--- config.mk ---
export PLATFORM = sky130hd
export DESIGN_NAME = csr_regfile_flat
export DESIGN_NICKNAME = d
export VERILOG_FILES = /design/src/rtl/csr_regfile_pkg.sv /design/src/rtl/csr_regfile_if.sv /design/src/rtl/csr_regfile_timer.sv /design/src/rtl/csr_regfile.sv /design/src/flat_wrapper.sv
export SDC_FILE = /design/constraint.sdc
export NUM_CORES = 1
export LEC_CHECK = 0
export ABC_AREA = 1
export CORE_MARGIN = 4
export CORE_UTILIZATION = 45
export CTS_CLUSTER_DIAMETER = 40
export DETAILED_ROUTE_END_ITERATION = 10
export PLACE_DENSITY_LB_ADDON = 0.08
export SLEW_MARGIN = 40
export SYNTH_ARGS = -nofsm -noshare
export SYNTH_HDL_FRONTEND = slang
export SYNTH_SLANG_ARGS = --single-unit
export TNS_END_PERCENT = 30
--- constraint.sdc ---
create_clock -name clk -period 4.83 [get_ports clk]
set_input_delay 0.966 -clock clk [delete_from_list [all_inputs] [get_ports clk]]
set_output_delay 0.966 -clock clk [all_outputs]
set_load 0.02 [all_outputs]
--- src/rtl/csr_regfile_pkg.sv ---
// CSR numbers, field positions, exception codes and the TCFG layout
// shared by the CSR register file and its timer.
package csr_regfile_pkg;

  // CSR numbers
  localparam logic [13:0] CSR_CRMD   = 14'h000;
  localparam logic [13:0] CSR_PRMD   = 14'h001;
  localparam logic [13:0] CSR_ECFG   = 14'h004;
  localparam logic [13:0] CSR_ESTAT  = 14'h005;
  localparam logic [13:0] CSR_ERA    = 14'h006;
  localparam logic [13:0] CSR_BADV   = 14'h007;
  localparam logic [13:0] CSR_EENTRY = 14'h00C;
  localparam logic [13:0] CSR_SAVE0  = 14'h030;
  localparam logic [13:0] CSR_SAVE1  = 14'h031;
  localparam logic [13:0] CSR_SAVE2  = 14'h032;
  localparam logic [13:0] CSR_SAVE3  = 14'h033;
  localparam logic [13:0] CSR_TID    = 14'h040;
  localparam logic [13:0] CSR_TCFG   = 14'h041;
  localparam logic [13:0] CSR_TVAL   = 14'h042;
  localparam logic [13:0] CSR_TICLR  = 14'h044;

  // field positions / widths
  localparam int CRMD_W      = 5;   // PLV[1:0] IE[2] DA[3] PG[4]
  localparam int CRMD_IE     = 2;
  localparam int PRMD_W      = 3;   // PPLV[1:0] PIE[2]
  localparam int ESTAT_IS_W  = 13;
  localparam int EENTRY_VA   = 6;
  localparam int TICLR_CLR   = 0;

  // LIE bit 10 does not exist
  localparam logic [12:0] ECFG_LIE_MASK = 13'h1BFF;

  localparam logic [31:0] CRMD_RESET = 32'h0000_0008;

  // exception codes that touch BADV
  localparam logic [5:0] ECODE_ADE     = 6'h08;
  localparam logic [5:0] ECODE_ALE     = 6'h09;
  localparam logic [8:0] ESUBCODE_ADEF = 9'h000;

  typedef struct packed {
    logic [29:0] initval;
    logic        periodic;
    logic        en;
  } tcfg_t;

endpackage

--- src/rtl/csr_regfile_if.sv ---
// Pipeline-facing CSR port: read/write port, write-back exception and
// ERTN report, interrupt lines and the fetch/tagging outputs.
interface csr_regfile_if;
  logic [13:0] csr_rnum;
  logic [31:0] csr_rval;
  logic        csr_we;
  logic [13:0] csr_wnum;
  logic [31:0] csr_wmask;
  logic [31:0] csr_wval;
  logic        wb_exc;
  logic [5:0]  wb_ecode;
  logic [8:0]  wb_esubcode;
  logic [31:0] wb_pc;
  logic [31:0] wb_vaddr;
  logic        ertn_flush;
  logic [7:0]  hw_int_in;
  logic        ipi_int_in;
  logic [31:0] ex_entry;
  logic [31:0] ertn_pc;
  logic        has_int;

  modport master (
    output csr_rnum, csr_we, csr_wnum, csr_wmask, csr_wval,
           wb_exc, wb_ecode, wb_esubcode, wb_pc, wb_vaddr, ertn_flush,
           hw_int_in, ipi_int_in,
    input  csr_rval, ex_entry, ertn_pc, has_int
  );

  modport slave (
    input  csr_rnum, csr_we, csr_wnum, csr_wmask, csr_wval,
           wb_exc, wb_ecode, wb_esubcode, wb_pc, wb_vaddr, ertn_flush,
           hw_int_in, ipi_int_in,
    output csr_rval, ex_entry, ertn_pc, has_int
  );
endinterface

--- src/rtl/csr_regfile_timer.sv ---
// Constant timer: owns TCFG and TVAL, counts down and flags the cycle
// on which the timer interrupt must be raised.
module csr_timer
  import csr_regfile_pkg::*;
(
  input  logic        clk,
  input  logic        reset,
  input  logic        tcfg_we,
  input  tcfg_t       tcfg_new,
  output tcfg_t       tcfg,
  output logic [31:0] tval,
  output logic        timer_int_set
);
  logic zero;

  assign zero = (tval == 32'h0);
  // a TCFG write in the same cycle pre-empts both the fire and the decrement
  assign timer_int_set = ~tcfg_we & tcfg.en & zero;

  // TCFG register
  always_ff @(posedge clk) begin
    if (reset)        tcfg <= '0;
    else if (tcfg_we) tcfg <= tcfg_new;
  end

  // TVAL: load on enabling write, count down, reload or park at all-ones
  always_ff @(posedge clk) begin
    if (reset) begin
      tval <= 32'h0;
    end else if (tcfg_we) begin
      if (tcfg_new.en) tval <= {tcfg_new.initval, 2'b00};
    end else if (tcfg.en) begin
      if (zero)                    tval <= tcfg.periodic ? {tcfg.initval, 2'b00} : 32'hFFFF_FFFF;
      else if (tval != 32'hFFFF_FFFF) tval <= tval - 32'd1;
    end
  end
endmodule

--- src/rtl/csr_regfile.sv ---
// CSR register file: architectural CSRs, exception/ERTN side effects,
// interrupt pending logic and the constant timer.
module csr_regfile
  import csr_regfile_pkg::*;
(
  input logic          clk,
  input logic          reset,
  csr_regfile_if.slave bus
);
  logic [CRMD_W-1:0]     crmd;
  logic [PRMD_W-1:0]     prmd;
  logic [12:0]           ecfg;
  logic [1:0]            is_sw;
  logic [7:0]            is_hw;
  logic                  is_ti;
  logic                  is_ipi;
  logic [5:0]            ecode;
  logic [8:0]            esubcode;
  logic [31:0]           era, badv, tid;
  logic [31-EENTRY_VA:0] eentry_va;
  logic [3:0][31:0]      save;
  tcfg_t                 tcfg, tcfg_new;
  logic [31:0]           tval;
  logic                  timer_int_set;
  logic                  sw_we, tcfg_we, ticlr_clr;
  logic [31:0]           wm, wv, rval;
  logic [ESTAT_IS_W-1:0] estat_is;

  // software writes lose to any exception or ERTN in the same cycle
  assign sw_we     = bus.csr_we & ~bus.wb_exc & ~bus.ertn_flush;
  assign wm        = bus.csr_wmask;
  assign wv        = bus.csr_wval & bus.csr_wmask;
  assign tcfg_we   = sw_we & (bus.csr_wnum == CSR_TCFG);
  assign tcfg_new  = tcfg_t'((tcfg & ~wm) | wv);
  assign ticlr_clr = sw_we & (bus.csr_wnum == CSR_TICLR) & wv[TICLR_CLR];
  assign estat_is  = {is_ipi, is_ti, 1'b0, is_hw, is_sw};

  csr_timer u_timer (
    .clk           (clk),
    .reset         (reset),
    .tcfg_we       (tcfg_we),
    .tcfg_new      (tcfg_new),
    .tcfg          (tcfg),
    .tval          (tval),
    .timer_int_set (timer_int_set)
  );

  // architectural registers: exception > ERTN > software write
  always_ff @(posedge clk) begin
    if (reset) begin
      crmd      <= CRMD_RESET[CRMD_W-1:0];
      prmd      <= '0;
      ecfg      <= '0;
      is_sw     <= '0;
      ecode     <= '0;
      esubcode  <= '0;
      era       <= '0;
      badv      <= '0;
      eentry_va <= '0;
      save      <= '0;
      tid       <= '0;
    end else if (bus.wb_exc) begin
      prmd      <= crmd[2:0];
      crmd[2:0] <= 3'b000;
      era       <= bus.wb_pc;
      ecode     <= bus.wb_ecode;
      esubcode  <= bus.wb_esubcode;
      if (bus.wb_ecode == ECODE_ADE && bus.wb_esubcode == ESUBCODE_ADEF) badv <= bus.wb_pc;
      else if (bus.wb_ecode == ECODE_ALE)                                badv <= bus.wb_vaddr;
    end else if (bus.ertn_flush) begin
      crmd[2:0] <= prmd;
    end else if (sw_we) begin
      case (bus.csr_wnum)
        CSR_CRMD:   crmd      <= (crmd & ~wm[CRMD_W-1:0]) | wv[CRMD_W-1:0];
        CSR_PRMD:   prmd      <= (prmd & ~wm[PRMD_W-1:0]) | wv[PRMD_W-1:0];
        CSR_ECFG:   ecfg      <= ((ecfg & ~wm[12:0]) | wv[12:0]) & ECFG_LIE_MASK;
        CSR_ESTAT:  is_sw     <= (is_sw & ~wm[1:0]) | wv[1:0];
        CSR_ERA:    era       <= (era & ~wm) | wv;
        CSR_BADV:   badv      <= (badv & ~wm) | wv;
        CSR_EENTRY: eentry_va <= (eentry_va & ~wm[31:EENTRY_VA]) | wv[31:EENTRY_VA];
        CSR_SAVE0:  save[0]   <= (save[0] & ~wm) | wv;
        CSR_SAVE1:  save[1]   <= (save[1] & ~wm) | wv;
        CSR_SAVE2:  save[2]   <= (save[2] & ~wm) | wv;
        CSR_SAVE3:  save[3]   <= (save[3] & ~wm) | wv;
        CSR_TID:    tid       <= (tid & ~wm) | wv;
        default: ;
      endcase
    end
  end

  // interrupt status: level lines sampled each cycle, timer bit sticky
  always_ff @(posedge clk) begin
    if (reset) begin
      is_hw  <= '0;
      is_ipi <= 1'b0;
      is_ti  <= 1'b0;
    end else begin
      is_hw  <= bus.hw_int_in;
      is_ipi <= bus.ipi_int_in;
      if (timer_int_set)  is_ti <= 1'b1;
      else if (ticlr_clr) is_ti <= 1'b0;
    end
  end

  // read mux, no write bypass
  always_comb begin
    rval = '0;
    case (bus.csr_rnum)
      CSR_CRMD:   rval[CRMD_W-1:0] = crmd;
      CSR_PRMD:   rval[PRMD_W-1:0] = prmd;
      CSR_ECFG:   rval[12:0]       = ecfg;
      CSR_ESTAT:  rval             = {1'b0, esubcode, ecode, 3'b000, estat_is};
      CSR_ERA:    rval             = era;
      CSR_BADV:   rval             = badv;
      CSR_EENTRY: rval             = {eentry_va, 6'b0};
      CSR_SAVE0:  rval             = save[0];
      CSR_SAVE1:  rval             = save[1];
      CSR_SAVE2:  rval             = save[2];
      CSR_SAVE3:  rval             = save[3];
      CSR_TID:    rval             = tid;
      CSR_TCFG:   rval             = tcfg;
      CSR_TVAL:   rval             = tval;
      default: ;
    endcase
  end

  assign bus.csr_rval = rval;
  assign bus.ex_entry = {eentry_va, 6'b0};
  assign bus.ertn_pc  = era;
  assign bus.has_int  = crmd[CRMD_IE] & |(estat_is & ecfg);
endmodule

--- src/flat_wrapper.sv ---
// flat-port wrapper written by rule: the top's interface ports become plain ports
module csr_regfile_flat import csr_regfile_pkg::*;
  (clk, reset, bus_csr_rnum, bus_csr_we, bus_csr_wnum, bus_csr_wmask, bus_csr_wval, bus_wb_exc, bus_wb_ecode, bus_wb_esubcode, bus_wb_pc, bus_wb_vaddr, bus_ertn_flush, bus_hw_int_in, bus_ipi_int_in, bus_csr_rval, bus_ex_entry, bus_ertn_pc, bus_has_int);
  csr_regfile_if bus_i ();
  input logic clk;
  input logic reset;
  input wire logic [$bits(bus_i.csr_rnum)-1:0] bus_csr_rnum;
  input wire logic [$bits(bus_i.csr_we)-1:0] bus_csr_we;
  input wire logic [$bits(bus_i.csr_wnum)-1:0] bus_csr_wnum;
  input wire logic [$bits(bus_i.csr_wmask)-1:0] bus_csr_wmask;
  input wire logic [$bits(bus_i.csr_wval)-1:0] bus_csr_wval;
  input wire logic [$bits(bus_i.wb_exc)-1:0] bus_wb_exc;
  input wire logic [$bits(bus_i.wb_ecode)-1:0] bus_wb_ecode;
  input wire logic [$bits(bus_i.wb_esubcode)-1:0] bus_wb_esubcode;
  input wire logic [$bits(bus_i.wb_pc)-1:0] bus_wb_pc;
  input wire logic [$bits(bus_i.wb_vaddr)-1:0] bus_wb_vaddr;
  input wire logic [$bits(bus_i.ertn_flush)-1:0] bus_ertn_flush;
  input wire logic [$bits(bus_i.hw_int_in)-1:0] bus_hw_int_in;
  input wire logic [$bits(bus_i.ipi_int_in)-1:0] bus_ipi_int_in;
  output wire logic [$bits(bus_i.csr_rval)-1:0] bus_csr_rval;
  output wire logic [$bits(bus_i.ex_entry)-1:0] bus_ex_entry;
  output wire logic [$bits(bus_i.ertn_pc)-1:0] bus_ertn_pc;
  output wire logic [$bits(bus_i.has_int)-1:0] bus_has_int;
  assign bus_i.csr_rnum = bus_csr_rnum;
  assign bus_i.csr_we = bus_csr_we;
  assign bus_i.csr_wnum = bus_csr_wnum;
  assign bus_i.csr_wmask = bus_csr_wmask;
  assign bus_i.csr_wval = bus_csr_wval;
  assign bus_i.wb_exc = bus_wb_exc;
  assign bus_i.wb_ecode = bus_wb_ecode;
  assign bus_i.wb_esubcode = bus_wb_esubcode;
  assign bus_i.wb_pc = bus_wb_pc;
  assign bus_i.wb_vaddr = bus_wb_vaddr;
  assign bus_i.ertn_flush = bus_ertn_flush;
  assign bus_i.hw_int_in = bus_hw_int_in;
  assign bus_i.ipi_int_in = bus_ipi_int_in;
  assign bus_csr_rval = bus_i.csr_rval;
  assign bus_ex_entry = bus_i.ex_entry;
  assign bus_ertn_pc = bus_i.ertn_pc;
  assign bus_has_int = bus_i.has_int;
  csr_regfile u_core (.clk(clk), .reset(reset), .bus(bus_i));
endmodule
======== Word-level counts from Yosys, hierarchy flattened ========
Index checks and enable logic that the tools add are counted.
word-level totals
  output and inout bits ................... 97
  logic and storage cells ................. 159
  input port bits ......................... 185
  bits in registers ....................... 361
cells by class
  reduce and logical (&&, ||, !) cells .... 30
  mux-type cells .......................... 29
  add/sub/neg operators ................... 1
  bitwise gates (word level) .............. 45
  equal/unequal tests ..................... 32
operators with widths
  cell                                                                     number
  32-bit 2-to-1 mux                                                        16
  32-bit bitwise AND                                                       9
  32-bit OR                                                                8
  19-bit one-hot mux with 11 select lines                                  1
  14-bit by 3-bit equality test with 1-bit output (second input constant)  8
  14-bit by 6-bit equality test with 1-bit output (second input constant)  8
  8-bit one-hot mux with 12 select lines                                   1
  14-bit by 7-bit equality test with 1-bit output (second input constant)  6
  4-bit AND reduction                                                      10
  3-bit one-hot mux with 13 select lines                                   1
  32-bit zero test                                                         1
  32-bit inequality test (second input constant)                           1
  32-bit inverter                                                          1
  32-bit by 1-bit subtractor with 32-bit output (second input constant)    1
  14-bit by 1-bit equality test with 1-bit output (second input constant)  2
  14-bit by 4-bit equality test with 1-bit output (second input constant)  2
  14-bit zero test                                                         2
  13-bit bitwise AND                                                       2
  26-bit bitwise AND                                                       1
  26-bit inverter                                                          1
  26-bit OR                                                                1
  2-bit one-hot mux with 12 select lines                                   1
  3-bit 2-to-1 mux                                                         7
  2-bit nonzero test                                                       8
  25 further kinds                                                         38

======== Longest topological paths before layout ========
Gate-level depths: netlist of run 1.
  depth after elaboration ................. 8
  depth in mapped cells ................... 14
  depth with buffers taken out ............ 12

======== By module ========
From an unflattened synthesis of run 1, not the netlist that was laid out.
unflattened totals
  cell total of the unflattened synthesis .. 3578
  area, all modules ....................... 21660.8 um2
by module, submodules not included
  module       instances  area an instance (um2)  seq. area each (um2)  cells an instance
  csr_regfile  1          17321.6                 5945.7                2889
  csr_timer    1          4339.2                  1281.2                689

======== Least setup slack after synthesis of run 1 ========
OpenSTA, ideal clock, no wires.
  path kind ............................... input-to-output
  from .................................... input port bus_csr_rnum[9]
  to ...................................... output port bus_csr_rval[30]
  path buffers ............................ 2
  slack ................................... 1.548 ns
  stages .................................. 11
  arrival ................................. 2.316 ns
  path through ............................ nor2_1 -> nand4_2 -> nor2_2 -> buf_4 -> nand3_2 -> inv_2 -> buf_2 -> nand2_1 -> nand2_1 -> nor2_1 -> nand3_1
between the ends
  word-level cells in the longest chain between the ends .. 2
ends and longest elaborated chain
  what                                                                           line                text
  start: declaration                                                             flat_wrapper.sv:7   input wire logic [$bits(bus_i.csr_rnum)-1:0] bus_csr_rnum;
  14-bit by 7-bit equality test with 1-bit output, or another cell as far along  csr_regfile.sv:108  case (bus.csr_rnum)
  19-bit one-hot mux with 11 select lines *                                      csr_regfile.sv:108
  end: declaration                                                               flat_wrapper.sv:20  output wire logic [$bits(bus_i.csr_rval)-1:0] bus_csr_rval;
Every way passes the cells marked *; elsewhere a longest branch is shown, timed or not.

======== Final worst setup path of run 1 ========
  from .................................... input port bus_csr_rnum[3]
  to ...................................... output port bus_csr_rval[31]
Same word-level chain as after synthesis.

==> impl_metrics.ini, run 1 <==
[synth]
ys_types = 40
ys_ff_latch = 361
syn_avg_cell_area_um2 = 6.12
seq_area_frac_synth_pct = 34.5
synth_top_area_cell = dfxtp_1
yosys-top-cells-count = 915 x nand2_1, 606 x nor2_1, 361 x dfxtp_1, 348 x inv_1, 264 x nand3_1
ys_async_sr_fraction_pct = 0
synth_cells = 3422
ys_warn_count = 0
yosys_most_used_dff = dfxtp_1
yosysMostFrequentCell = nand2_1
synth-edff-count = 0
synth_top_area_share_pct = 34.5
syn_area_um2 = 20900
synth.area.top_cells = dfxtp_1 34%, nand2_1 16%, nor2_1 11%

[sta]
worst_pin_slew_ns = 0.880
rsz0062_at_grt = no
slew_headroom_pct = 41.1
finalMaxSlewViolations = 0
hold_slack_ns = 0.458
hold_viol_final = 0
clock_skew_ns = 0.0307
fin_ws_ns = 0.0915
min_period_over_period_pct = 98.1
setup_viol = 0
period_needed_ns = 4.74
tns_ns = 0
fmax_mhz = 211

[clocking]
cts_tree = built
cts.sinks = 361
path_clk_slew_ns = 0.06
post_cts.repair.setup_buffers = 0
clockRootBuffer = clkbuf_16
clkLatencyLatePin_ns = 0.64
clock_tree.buffer_depth = 3
cts_made_buffers = 61
htreeDepth = 2
ctsHoldBuffers = 0

[detailed_routing]
drt_iter0_markers = 3343
via_per_inst = 5.84
first_pass_iters = 6
wl_per_cell_um = 22.9
drc_errors = 0
routed_wl_um = 99000
drtAntennaViolNets = 0
dr_total_vias = 25314

[die]
coreArea_um2 = 45700
top_level_ports = 282
die_area_um2 = 50100
initial_core_util_pct = 45.9
rows = 78
die_h_um = 224
chipWidth_um = 224

[finish]
area_growth_pct = 27.2
drive_above_1_share_pct = 6.57
fin_nets = 3866
fillers = 4569
fin_util_pct = 58.3

[placement]
dpl.hpwl_um = 70000
portBuffers = 275
gp_congestion = 1.01
pre_cts_ws_ns = 0.0511

[worst_setup_path]
end_kind = output pin
regToRegEndpoint = u_core.u_timer.tval[14]$_SDFFE_PP0P_
r2r_slack_ns = 2.38
critPathRequiredTime_ns = 3.86
critPathLaunchType = input port
crit_arrival_ns = 3.77
rr_worst_depth = 10
r2r_start = u_core.u_timer.tval[8]$_SDFFE_PP0P_
path_class = input port to output pin
path_max_fanout = 13

[power]
finalPower_mw = 8.53
p_per_area_nw_per_um2 = 320
vdd_drop_max_mv = 0.402
power.switching_mw = 2.28
p_int_mw = 6.25
pwr-share-seq_pct = 36.1
p_clk_share_pct = 55.1
switching_share_pct = 26.7
pwr-share-comb_pct = 8.8
power_leakage_nw = 11.7

[job]
cap_violations = 0

[hold_path]
worstHoldPathCells = 2
hold_class = register to register

[grt]
antenna_found_initial = 3
grt_usage_pct = 37.9
grt_pass1_vias = 23531
grt_pass1_wl_um = 146000
grt_max_degree = 145
overflow = 0

[run_status]
status = complete, no violations
cell type report:
type / count / area, um2 / share of cell area [%]
Sequential cell: 361 / 7230 / 27.1
Tap cell: 600 / 751 / 2.82
Clock inverter: 43 / 551 / 2.07
Multi-Input combinational cell: 2534 / 11600 / 43.7
Inverter: 368 / 1390 / 5.23
Antenna cell: 2 / 5.00 / 0.0188
Timing Repair Buffer: 352 / 3420 / 12.8
Clock buffer: 72 / 1670 / 6.26
layout by cell type, fill, tap and decap left out, drive strengths merged:
master | synthesis | layout
nor3b | 3 | 3
o21bai | 29 | 29
dfxtp | 361 | 361
conb | 1 | 6
buf | 72 | 79
or2 | 3 | 3
nor2 | 623 | 623
o211ai | 4 | 4
bufinv | 0 | 8
ha | 3 | 3
diode | 0 | 2
o311a | 33 | 33
nor3 | 74 | 74
nand3 | 268 | 268
clkinvlp | 0 | 10
o2111ai | 1 | 1
a22o | 1 | 1
xor2 | 7 | 7
a221oi | 3 | 3
nand4 | 57 | 57
clkinv | 10 | 19
inv | 358 | 374
clkdlybuf4s50 | 0 | 273
nor4 | 2 | 2
nand3b | 33 | 33
o211a | 1 | 1
nand2 | 922 | 922
o21ai | 155 | 155
clkbuf | 92 | 72
a211oi | 96 | 96
a21oi | 210 | 210
what timing repair did:
item	in CTS	in global routing
endpoints found under the hold margin	0	0
gates resized for setup	0	3
setup endpoints to repair	0	17
through the flow:
stage	instances	area, um2
2_1_floorplan	3427	21000
3_3_place_gp	4214	24400
3_5_place_dp	4215	24400
4_1_cts	4330	26600
5_1_grt	4330	26600
6_report	4332	26600
layer usage:
layer / up-vias / track usage, % / wire (um)
li1: 11617 / - / -
met1: 11823 / 54.1 / 41500
met2: 1635 / 56.4 / 42100
met3: 235 / 8.87 / 12100
met4: 4 / 13.0 / 3340
met5: - / 0 / 21
power by group through the flow:
stage,clock network [mW],registers [mW],logic (mW)
finish,4.71,3.08,0.747
global route,4.86,3.08,0.795
CTS,4.72,3.08,0.727
detailed placement,0,3.14,0.722
global placement,0,3.14,0.715
floorplan,0,3.15,0.313
worst max-delay path by stage:
stage                    startpoint                to  slack [ns]  cells past startpoint
floorplan           bus_csr_rnum[9]  bus_csr_rval[30]        1.55                     11
CTS                 bus_csr_rnum[3]  bus_csr_rval[31]        0.04                     11
global route        bus_csr_rnum[9]  bus_csr_rval[27]        0.01                     13
finish              bus_csr_rnum[3]  bus_csr_rval[31]        0.09                     11
detailed placement  bus_csr_rnum[3]  bus_csr_rval[31]        0.05                     11
global placement    bus_csr_rnum[3]  bus_csr_rval[20]        0.14                     10
worst max-delay path, stage by stage:
cell	delay, ns
clkdlybuf4s50_1	0.46
nor2_1	0.24
inv_1	0.12
nor2_2	0.18
nand3_1	0.36
clkinv_2	0.40
nand2_1	0.11
nand2_1	0.08
nor2_1	0.04
nand3_1	0.15
clkdlybuf4s50_1	0.65
logic make-up (layout without fill, tap and decap cells):
kind of cell / count (synthesis) / in the layout / synth area share (%)
compound gates: 533 / 533 / 15.2
other cells: 1 / 8 / 0.0179
xor+xnor: 7 / 7 / 0.293
buf+inv: 532 / 835 / 10.3
simple gates: 1985 / 1985 / 39.5
fa+ha+maj: 3 / 3 / 0.179
flops: 361 / 361 / 34.5
(Power assumes the default switching activity.)
==> run 2, diff against run 1 <==
Settings changed: CORE_UTILIZATION 45 to 48.
==> run 2 against run 1 <==
Critical path depth unchanged. Total power decreased by 3.2%. First-iteration DRC count decreased by 6.9%. Worst setup slack improved by 0.040 ns. Cell count decreased by 0.69%. Critical path type unchanged. Via count decreased by 0.46%. Sequential share of layout area increased by 0.19 points. Core utilization increased by 3.1 points. Hold slack improved by 0.0045 ns.
==> impl_metrics.ini, run 2 (same netlist as run 1, synthesis figures left out) <==
[worst_setup_path]
r2r_slack_ns = 2.29
r2r_start = u_core.u_timer.tval[8]$_SDFFE_PP0P_
rr_worst_depth = 10
regToRegEndpoint = u_core.u_timer.tval[7]$_SDFFE_PP0P_
end_kind = output pin
crit_arrival_ns = 3.73
critPathLaunchType = input port
critPathRequiredTime_ns = 3.86
path_class = input port to output pin
path_max_fanout = 13

[grt]
grt_max_degree = 152
grt_pass1_vias = 23644
grt_usage_pct = 38.9
overflow = 0
grt_pass1_wl_um = 142000
antenna_found_initial = 1

[finish]
fin_nets = 3856
area_growth_pct = 26.3
final_cell_mix = 913 x nand2_1, 603 x nor2_1, 361 x dfxtp_1, 347 x inv_1, 273 x clkdlybuf4s50_1
fin_util_pct = 61.4
final_common_cell = nand2_1
diodes = 0
fillers = 4131
drive_above_1_share_pct = 6.11
final_area_um2 = 26500

[sta]
hold_viol_final = 0
rsz0062_at_grt = no
fmax_mhz = 213
hold_slack_ns = 0.463
slew_headroom_pct = 37.1
finalMaxSlewViolations = 0
period_needed_ns = 4.70
setup_viol = 0
worst_pin_slew_ns = 0.942
min_period_over_period_pct = 97.3
fin_ws_ns = 0.132
clock_skew_ns = 0.0204

[die]
coreArea_um2 = 43100
chipWidth_um = 217
top_level_ports = 282
die_h_um = 217
die_area_um2 = 47000
rows = 76
initial_core_util_pct = 48.6

[clocking]
cts_tree = built
post_cts.repair.setup_buffers = 0
clockRootBuffer = clkbuf_16
clock_tree.buffer_depth = 3
htreeDepth = 2
cts.sinks = 361
path_clk_slew_ns = 0.06
cts_made_buffers = 58
clkLatencyLatePin_ns = 0.62

[detailed_routing]
drtAntennaViolNets = 0
wl_per_cell_um = 22.2
drc_errors = 0
routed_wl_um = 95400
via_per_inst = 5.86
first_pass_iters = 8
drt_iter0_markers = 3114
dr_total_vias = 25198

[power]
finalPower_mw = 8.26
p_per_area_nw_per_um2 = 312
power_leakage_nw = 11.6
vdd_drop_max_mv = 0.238

[job]
cap_violations = 0

[hold_path]
worstHoldPathCells = 2
hold_class = register to register

[placement]
pre_cts_ws_ns = -0.238
dpl.hpwl_um = 66900
gp_congestion = 0.975
portBuffers = 275
place_area_um2 = 24400

[run_status]
status = complete, no violations
run 2: changes by cell type in the layout (fill, tap and decap cells not counted), moves of 3 or more:
cell / delta
inv_8: -4
clkbuf_16: -3
inv_6: -7
clkinv_4: +4
buf_4: -9
clkinvlp_4: -4
clkinv_2: +4
clkbuf_1: +5
run 2: area by class of cell:
| cell class | instances | area (um2) | area share (%) |
|---|---|---|---|
| clock inverters | 35 | 463 | 1.75 |
| flip-flops and latches | 361 | 7230 | 27.3 |
| inverters | 368 | 1390 | 5.27 |
| clock buffers | 74 | 1610 | 6.10 |
| multi-input cells | 2534 | 11600 | 44.0 |
| well taps | 585 | 732 | 2.77 |
| repair buffers | 345 | 3390 | 12.8 |
run 2: per-stage QoR:
step,cells,TNS [ns]
3_5_place_dp,4193,-1.99
4_1_cts,4302,0
6_report,4302,0
5_1_grt,4302,0
2_1_floorplan,3427,0
3_3_place_gp,4192,-1.14
run 2: how the worst max path moves through the flow:
| stage | end | from | cells past startpoint |
|---|---|---|---|
| floorplan | bus_csr_rval[30] | bus_csr_rnum[9] | 11 |
| global placement | bus_csr_rval[31] | bus_csr_rnum[3] | 11 |
| global route | bus_csr_rval[31] | bus_csr_rnum[3] | 11 |
| detailed placement | bus_csr_rval[31] | bus_csr_rnum[3] | 11 |
| finish | bus_csr_rval[31] | bus_csr_rnum[3] | 11 |
| CTS | bus_csr_rval[30] | bus_csr_rnum[3] | 12 |
run 2: per-layer routing:
metal  up-vias  wire, um  share of wire (%)  global-route usage (%)
li1      11577         -                  -                       -
met5         -         0                  0                       0
met2      1642     39900                 42                    57.2
met4         0      4480                4.7                    17.4
met1     11673     39400                 41                    54.1
met3       306     11600                 12                    9.54
run 2: power breakdown:
| group | total [mW] | switching [mW] | internal, mW |
|---|---|---|---|
| clock | 4.44 | 1.59 | 2.85 |
| combinational | 0.739 | 0.466 | 0.273 |
| sequential | 3.08 | 0.0470 | 3.03 |
| total | 8.26 | 2.11 | 6.16 |
run 2: critical path, stage by stage:
cell	delay (ns)
clkdlybuf4s50_1	0.45
nor2_1	0.21
inv_1	0.14
nor2_4	0.27
nand3_2	0.31
inv_4	0.34
nand2_1	0.09
nand2_1	0.08
nor2_1	0.05
nand3_1	0.15
clkdlybuf4s50_1	0.66
run 2: repair_timing:
action / 4_1_cts / 5_1_grt
pin swaps: 0 / 0
setup endpoints to repair: 14 / 26
hold buffers: 0 / 0
gates resized for setup: 2 / 4
